==> src/rtl/game_state_mux_pkg.sv <==
// Shared definitions for the inter-board game-state link: frame tags, word count,
// framer states and the layout of the status payload.
package game_state_mux_pkg;

  localparam int FRAME_WORDS = 6;

  localparam logic [3:0] TAG_PL1X  = 4'h1;
  localparam logic [3:0] TAG_PL1Y  = 4'h2;
  localparam logic [3:0] TAG_BALLX = 4'h3;
  localparam logic [3:0] TAG_BALLY = 4'h4;
  localparam logic [3:0] TAG_STAT  = 4'h5;
  localparam logic [3:0] TAG_CSUM  = 4'hF;

  localparam int STAT_FLAG_POINT_BIT = 9;
  localparam int STAT_END_GAME_BIT   = 8;
  localparam int STAT_PL1_SCORE_LSB  = 4;
  localparam int STAT_PL2_SCORE_LSB  = 0;

  typedef enum logic [1:0] {
    GAP  = 2'd0,
    SNAP = 2'd1,
    SEND = 2'd2
  } frame_state_t;

  // Bits [11:10] stay zero so the demux side can treat them as reserved.
  function automatic logic [11:0] status_payload(input logic       flag_point,
                                                 input logic       end_game,
                                                 input logic [3:0] pl1_score,
                                                 input logic [3:0] pl2_score);
    logic [11:0] p;
    p = '0;
    p[STAT_FLAG_POINT_BIT]            = flag_point;
    p[STAT_END_GAME_BIT]              = end_game;
    p[STAT_PL1_SCORE_LSB +: 4]        = pl1_score;
    p[STAT_PL2_SCORE_LSB +: 4]        = pl2_score;
    return p;
  endfunction

endpackage

==> src/rtl/game_state_mux_if.sv <==
// Word handshake between the game-state framer and the 16-to-8 converter.
interface game_state_mux_if;

  logic [15:0] data;
  logic        data_valid;
  logic        frame_done;
  logic        conv16to8ready;

  modport master (
    output data,
    output data_valid,
    output frame_done,
    input  conv16to8ready
  );

  modport slave (
    input  data,
    input  data_valid,
    input  frame_done,
    output conv16to8ready
  );

endinterface

==> src/rtl/game_state_mux.sv <==
// Master-side framer: snapshots the game state and sends it as six tagged,
// checksummed 16-bit words to the UART converter, one word per ready pulse.
module game_state_mux
  import game_state_mux_pkg::*;
#(
  parameter int FRAME_GAP = 1000
) (
  input  logic        clk,
  input  logic        rst,
  game_state_mux_if.master link,
  input  logic [11:0] pl1_posx,
  input  logic [11:0] pl1_posy,
  input  logic [11:0] ball_posx,
  input  logic [11:0] ball_posy,
  input  logic [3:0]  pl1_score,
  input  logic [3:0]  pl2_score,
  input  logic        flag_point,
  input  logic        end_game
);

  localparam int               GAP_W    = (FRAME_GAP > 0) ? $clog2(FRAME_GAP + 1) : 1;
  localparam logic [GAP_W-1:0] GAP_LAST = GAP_W'(FRAME_GAP);
  localparam logic [2:0]       LAST_IDX = 3'(FRAME_WORDS - 1);

  frame_state_t     state;
  logic [GAP_W-1:0] gap_cnt;
  logic [2:0]       word_idx;

  logic [11:0] snap_pl1_posy;
  logic [11:0] snap_ball_posx;
  logic [11:0] snap_ball_posy;
  logic [11:0] snap_status;
  logic [11:0] csum;

  logic [11:0] live_status;
  logic [11:0] live_sum;
  logic [15:0] next_word;

  // Checksum is taken from the same values that get latched, so the frame is coherent.
  always_comb begin
    live_status = status_payload(flag_point, end_game, pl1_score, pl2_score);
    live_sum    = pl1_posx + pl1_posy + ball_posx + ball_posy + live_status;
  end

  always_comb begin
    next_word = {TAG_CSUM, csum};
    case (word_idx)
      3'd0:    next_word = {TAG_PL1Y,  snap_pl1_posy};
      3'd1:    next_word = {TAG_BALLX, snap_ball_posx};
      3'd2:    next_word = {TAG_BALLY, snap_ball_posy};
      3'd3:    next_word = {TAG_STAT,  snap_status};
      default: next_word = {TAG_CSUM,  csum};
    endcase
  end

  always_ff @(posedge clk) begin
    if (rst) begin
      state           <= GAP;
      gap_cnt         <= '0;
      word_idx        <= '0;
      snap_pl1_posy   <= '0;
      snap_ball_posx  <= '0;
      snap_ball_posy  <= '0;
      snap_status     <= '0;
      csum            <= '0;
      link.data       <= '0;
      link.data_valid <= 1'b0;
      link.frame_done <= 1'b0;
    end else begin
      link.frame_done <= 1'b0;
      case (state)
        GAP: begin
          if (gap_cnt == GAP_LAST) begin
            state   <= SNAP;
            gap_cnt <= '0;
          end else begin
            gap_cnt <= gap_cnt + GAP_W'(1);
          end
        end

        SNAP: begin
          snap_pl1_posy   <= pl1_posy;
          snap_ball_posx  <= ball_posx;
          snap_ball_posy  <= ball_posy;
          snap_status     <= live_status;
          csum            <= live_sum;
          link.data       <= {TAG_PL1X, pl1_posx};
          link.data_valid <= 1'b1;
          word_idx        <= '0;
          state           <= SEND;
        end

        SEND: begin
          if (link.conv16to8ready) begin
            if (word_idx == LAST_IDX) begin
              link.data_valid <= 1'b0;
              link.frame_done <= 1'b1;
              word_idx        <= '0;
              gap_cnt         <= '0;
              state           <= GAP;
            end else begin
              word_idx  <= word_idx + 3'd1;
              link.data <= next_word;
            end
          end
        end

        default: state <= GAP;
      endcase
    end
  end

endmodule

==> src/flat_wrapper.sv <==
// flat-port wrapper written by rule: the top's interface ports become plain ports
module game_state_mux_flat import game_state_mux_pkg::*;
#(
  parameter int FRAME_GAP = 1000
)
  (clk, rst, pl1_posx, pl1_posy, ball_posx, ball_posy, pl1_score, pl2_score, flag_point, end_game, link_data, link_data_valid, link_frame_done, link_conv16to8ready);
  game_state_mux_if link_i ();
  input  logic clk;
  input  logic rst;
  input  logic [11:0] pl1_posx;
  input  logic [11:0] pl1_posy;
  input  logic [11:0] ball_posx;
  input  logic [11:0] ball_posy;
  input  logic [3:0] pl1_score;
  input  logic [3:0] pl2_score;
  input  logic flag_point;
  input  logic end_game;
  output wire logic [$bits(link_i.data)-1:0] link_data;
  output wire logic [$bits(link_i.data_valid)-1:0] link_data_valid;
  output wire logic [$bits(link_i.frame_done)-1:0] link_frame_done;
  input wire logic [$bits(link_i.conv16to8ready)-1:0] link_conv16to8ready;
  assign link_data = link_i.data;
  assign link_data_valid = link_i.data_valid;
  assign link_frame_done = link_i.frame_done;
  assign link_i.conv16to8ready = link_conv16to8ready;
  game_state_mux #(.FRAME_GAP(FRAME_GAP)) u_core (.clk(clk), .rst(rst), .link(link_i), .pl1_posx(pl1_posx), .pl1_posy(pl1_posy), .ball_posx(ball_posx), .ball_posy(ball_posy), .pl1_score(pl1_score), .pl2_score(pl2_score), .flag_point(flag_point), .end_game(end_game));
endmodule
==> config.mk <==
export PLATFORM = sky130hd
export DESIGN_NAME = game_state_mux_flat
export DESIGN_NICKNAME = d
export VERILOG_FILES = /design/src/rtl/game_state_mux_pkg.sv /design/src/rtl/game_state_mux_if.sv /design/src/rtl/game_state_mux.sv /design/src/flat_wrapper.sv
export SDC_FILE = /design/constraint.sdc
export NUM_CORES = 1
export LEC_CHECK = 0
export CAP_MARGIN = 10
export CORE_UTILIZATION = 55
export DETAILED_ROUTE_END_ITERATION = 8
export GPL_TIMING_DRIVEN = 0
export HOLD_SLACK_MARGIN = 0.05
export PLACE_DENSITY = 0.81
export SLEW_MARGIN = 10
export SYNTH_ARGS = -nofsm -noshare
export SYNTH_HDL_FRONTEND = slang
export SYNTH_SLANG_ARGS = --single-unit
==> constraint.sdc <==
create_clock -name clk -period 4.5 [get_ports clk]
set_input_delay 0.45 -clock clk [delete_from_list [all_inputs] [get_ports clk]]
set_output_delay 0.45 -clock clk [all_outputs]
set_load 0.05 [all_outputs]
Word-level counts from Yosys, hierarchy flattened
Index checks and enable logic that the tools add are counted.
- flip-flop bits (word level): 91
- bits of input ports: 61
- output and inout bits: 18
- logic and storage cells: 59
- add/sub/neg operators: 6
- equal/unequal tests: 11
- mux-type cells: 19
- bitwise logic cells: 2
- reductions and logical operators: 10
- operator list (operator ; number):
    one-hot mux 16 bit (4 select lines) ; 1
    adder 12 bit ; 3
    two-way mux 16 bit ; 2
    one-hot mux 16 bit (2 select lines) ; 1
    two-way mux 10 bit ; 3
    one-hot mux 10 bit (2 select lines) ; 1
    adder 12 x 10 -> 12 bit ; 1
    AND reduction 3 bit ; 4
    adder 10 x 1 -> 10 bit, second input constant ; 1
    equality test 10 bit, second input constant ; 1
    equality test 3 x 2 -> 1 bit, second input constant ; 2
    two-way mux 2 bit ; 3
    two-way mux 3 bit ; 2
    one-hot mux 2 bit (3 select lines) ; 1
    one-hot mux 3 bit (2 select lines) ; 1
    inequality test 2 x 1 -> 1 bit, second input constant ; 2
    inequality test 2 bit, second input constant ; 2
    nonzero test 2 bit ; 2
    adder 3 x 1 -> 3 bit, second input constant ; 1
    equality test 3 x 1 -> 1 bit, second input constant ; 1
    equality test 3 bit, second input constant ; 1
    logical NOT 3 bit ; 1
    two-way mux 1 bit ; 3
    OR reduction 3 bit ; 1
    other kinds (6) ; 7

Depth between registers and ports, before layout
- word-level depth: 5
- mapped depth: 13
- depth with buffers taken out: 13

Worst setup path after synthesis
No wires, ideal clock.
- path kind: input to register
- start point: in pl1_posx[1]
- end point: reg u_core.csum[11]
- setup time: 0.122 ns
- arrival: 3.519 ns
- required time: 4.378 ns
- setup slack: 0.859 ns
- stages: 11
- path buffers: 0
- cell sequence: fa_1 -> fa_1 -> fa_1 -> ha_1 -> inv_1 -> fa_1 -> nand2b_1 -> a31oi_1 -> o31ai_1 -> and4b_1 -> a311o_1
- word-level cells in the longest chain between the ends: 4
- ends and longest elaborated chain (element ; RTL line ; source):
    start, declared ; flat_wrapper.sv:10 ; input logic [11:0] pl1_posx;
    adder 12 bit (3 in series) ; game_state_mux.sv:42 ; live_sum = pl1_posx + pl1_posy + ball_posx + ball_posy + live_status;
    adder 12 x 10 -> 12 bit ; game_state_mux.sv:42 ;
    end signal, assigned ; game_state_mux.sv:86 ; csum <= live_sum;
    end, declared ; game_state_mux.sv:33 ; logic [11:0] csum;
No other way between the ends.
A chain may end at the register's enable or synchronous reset.

Worst setup path after layout
Same ends and word-level chain as after synthesis.

==> flow_summary.yaml <==
run_status:
  status: "complete, no violations"
sta:
  min_period_ps: 4200
  worstMarginPinSlew_ps: 809
  max_freq_ghz: 0.238
  hold_viol_final: 0
  max-slew-margin-rel_pct: 46.1
  rsz0062_at_grt: "no"
  finClkSkew_ps: 5.93
  fin_crit_sh_pct: 93.2
  drv_slew: 0
  setup_viol: 0
synthesis:
  synth_mux_area_share_pct: 2.57
  synth_common_cells: "144 x nand2_1, 91 x dfxtp_1, 81 x inv_1"
  yosys_register_bits: 91
  syn_inst: 666
  synth_xor_area_share_pct: 2.39
  synth_top_family_by_area: "simple AND/OR/NAND/NOR gates"
  ys.flop_type: "dfxtp_1"
  synth_cell_types: 55
  synth.yosys.seq_area_share_pct: 33.1
  yosysTopAreaCell: "dfxtp_1"
  synthTopCellsByArea: "dfxtp_1 33%, fa_1 11%, nand2_1 9.8%, a21oi_1 5.8%, inv_1 5.5%"
  syn_avg_cell_area_sq_um: 8.25
  yosys.area_share.simple_pct: 19.3
  yosysMostFrequentCell: "nand2_1"
  postSynthNetCount: 774
  synth_edf_count: 0
  netlist_area_sq_um: 5500
  synthAdderAreaFrac_pct: 14.9
  synth_compound_area_share_pct: 18.6
  synth_top_area_share_pct: 33.1
  synth_warnings: 0
  async_flop_share_pct: 0
floorplan:
  core_area_sq_um: 9730
  die_area_sq_um: 10400
  die_x_um: 102
  die_h_um: 102
  initial_utilization_pct: 56.5
  ios: 79
  rows: 36
clock_tree:
  post-cts-setup-buffers: 0
  cts.sinks: 91
  cts-resized-gates: 0
  cts_hold_buffers: 0
  cts.htree.levels: 3
  cts_tree: "yes"
  clkLatencyLatePin_ps: 370
  clockBufferDepth: 2
  cts_buffers: 9
  clk_pin_slew_worst_paths_ps: 80
  clock_tree.root_cell: "clkbuf_8"
drt:
  firstDrtPassIters: 5
  drt_iter0_drc: 472
  drt_wl_total_um: 15800
  viasPerCell: 5.73
  drc: 0
  vias: 5108
  routedWlPerCell_um: 17.7
  ant_nets: 0
setup_path:
  crit_chain: "clkdlybuf4s50_1, fa_1, fa_1, fa_1, ha_1, inv_1, fa_1, nand2b_1, a31oi_1, o31ai_1, and4b_1, a311o_1"
  cpPeakStageDelay_ps: 620
  critPathSlowestCell: "fa_1"
  crit_type: "in -> reg"
  crit_path_frequent_cell: "fa_1"
  crit_required_ps: 4760
  cp_max_fo: 4
  cp-start-kind: "primary input"
  cp_data_arrival_time_ps: 4450
  end_kind: "flop"
  cp-startpoint: "pl1_posx[1]"
  r2r-start: "u_core.word_idx[1]$_SDFFE_PP0P_"
power_and_ir_drop:
  power.density_nw_per_um2: 313
  p_clk_share_pct: 28.9
  combPwrFrac_pct: 32.1
  fin_total_pwr_uw: 2080
  leakagePower_uw: 0.00255
  seq_power_share_pct: 39.0
  max-vdd-ir-drop_v: 0.000225
  sw_frac_of_total_pct: 32.9
  internal_power_uw: 1390
  p_switching_uw: 683
global_route:
  grt_max_degree: 15
  grt_pass1_wl_um: 25400
  grt_pass1_vias: 5122
  overflow: 0
  track_usage_pct: 32.5
  antenna_found_initial: 0
final_layout:
  final_area_sq_um: 6640
  nets: 862
  n_antenna_cell: 0
  syn_to_final_growth_pct: 20.9
  layout-drive-gt1-share_pct: 5.80
placed_design:
  gp_congestion: 0.908
  port_buffers: 77
  placed_area_sq_um: 6430
  dpl.hpwl_um: 12300
flow_run:
  drv_cap: 0
min_path:
  hold_path_class: "reg -> reg"
  hold_start: "u_core.snap_pl1_posy[3]$_SDFFE_PP0P_"
## power by group through the flow
stage | Sequential, uW | Clock (uW) | Combinational, uW
after detailed placement | 829 | 0 | 650
after global routing | 811 | 636 | 744
final | 810 | 601 | 668
after global placement | 828 | 0 | 618
after floorplan | 828 | 0 | 437
after CTS | 810 | 597 | 657
## through the flow
step | instances | utilization, % | hold slack [ps] | setup TNS [ps] | setup slack, ps
final | 892 | 68.3 | 458 | 0 | 305
after global placement | 876 | 66.1 | 442 | 0 | 61.5
after detailed placement | 876 | 66.1 | 447 | -24.8 | -24.8
after CTS | 892 | 68.3 | 458 | 0 | 320
after global routing | 892 | 68.3 | 469 | 0 | 183
after floorplan | 666 | - | 432 | 0 | 859
## final cells by class
type | instances | area, sq um
multi-input combinational | 453 | 3180
fill | 825 | 3090
sequential | 91 | 1820
timing repair buffer | 77 | 771
inverter | 82 | 310
buffer | 40 | 189
tap | 133 | 166
clock buffer | 11 | 131
clock inverter | 5 | 77.6
## cells by family (layout without fill, tap and decap cells)
logic type | count (synthesis) | after routing
DFF | 91 | 91
and+or+nand+nor | 237 | 237
adders and majority gates | 47 | 47
AOI/OAI and AO/OA | 140 | 140
muxes | 14 | 14
buffers and inverters | 122 | 215
xor gates and xnor gates | 15 | 15
## layout by cell type (no fill, tap or decap), drive strengths merged, types with 3 or more instances in the layout
cell type,instances
nand4,3
inv,82
nand3b,11
a21o,3
xnor2,7
dfxtp,91
a31oi,5
o2111ai,10
buf,10
nand2,144
and4,3
xor2,8
a311oi,13
a21oi,65
fa,31
clkdlybuf4s50,77
ha,16
o211ai,19
o21ai,7
nor3,5
nor2,38
mux2i,13
clkbuf,41
a211oi,6
nand3,8
nor4,3
nand2b,4
nor2b,3
## registers in the layout, summed over array words and instances, names as in the netlist
| name | flops |
|---|---|
| u_core.link.data_valid | 1 |
| u_core.state | 2 |
| u_core.snap_ball_posx | 12 |
| u_core.snap_ball_posy | 12 |
| u_core.word_idx | 3 |
| u_core.snap_pl1_posy | 12 |
| u_core.link.data | 16 |
| u_core.snap_status | 10 |
| u_core.link.frame_done | 1 |
| u_core.gap_cnt | 10 |
| u_core.csum | 12 |
## metal layers
| layer | share of wire [%] | vias to the layer above | GRT usage (%) |
|---|---|---|---|
| met5 | 0 | - | 0 |
| met4 | 3.0 | 0 | 12.6 |
| met3 | 7.2 | 49 | 5.54 |
| met2 | 49 | 232 | 54.9 |
| met1 | 41 | 2432 | 41.6 |
| li1 | - | 2395 | - |
## critical path, delay by kind of cell
family / cells / cell delay, ps
AO/OA/AOI/OAI: 3 / 830
adder cells (fa/ha/maj): 5 / 2220
buffers and inverters: 2 / 530
AND/OR/NAND/NOR: 2 / 430
## worst paths after layout
check                                         end  slack [ps]  cells past startpoint
min reg2reg  u_core.snap_pl1_posy[3]$_SDFFE_PP0P_         460                      2
max                  u_core.csum[11]$_SDFFE_PP0P_         300                     12
max reg2reg      u_core.link.data[1]$_SDFFE_PP0P_        1800                      9
min          u_core.snap_pl1_posy[3]$_SDFFE_PP0P_         460                      2
No activity file was read; power rests on OpenSTA's default activity.
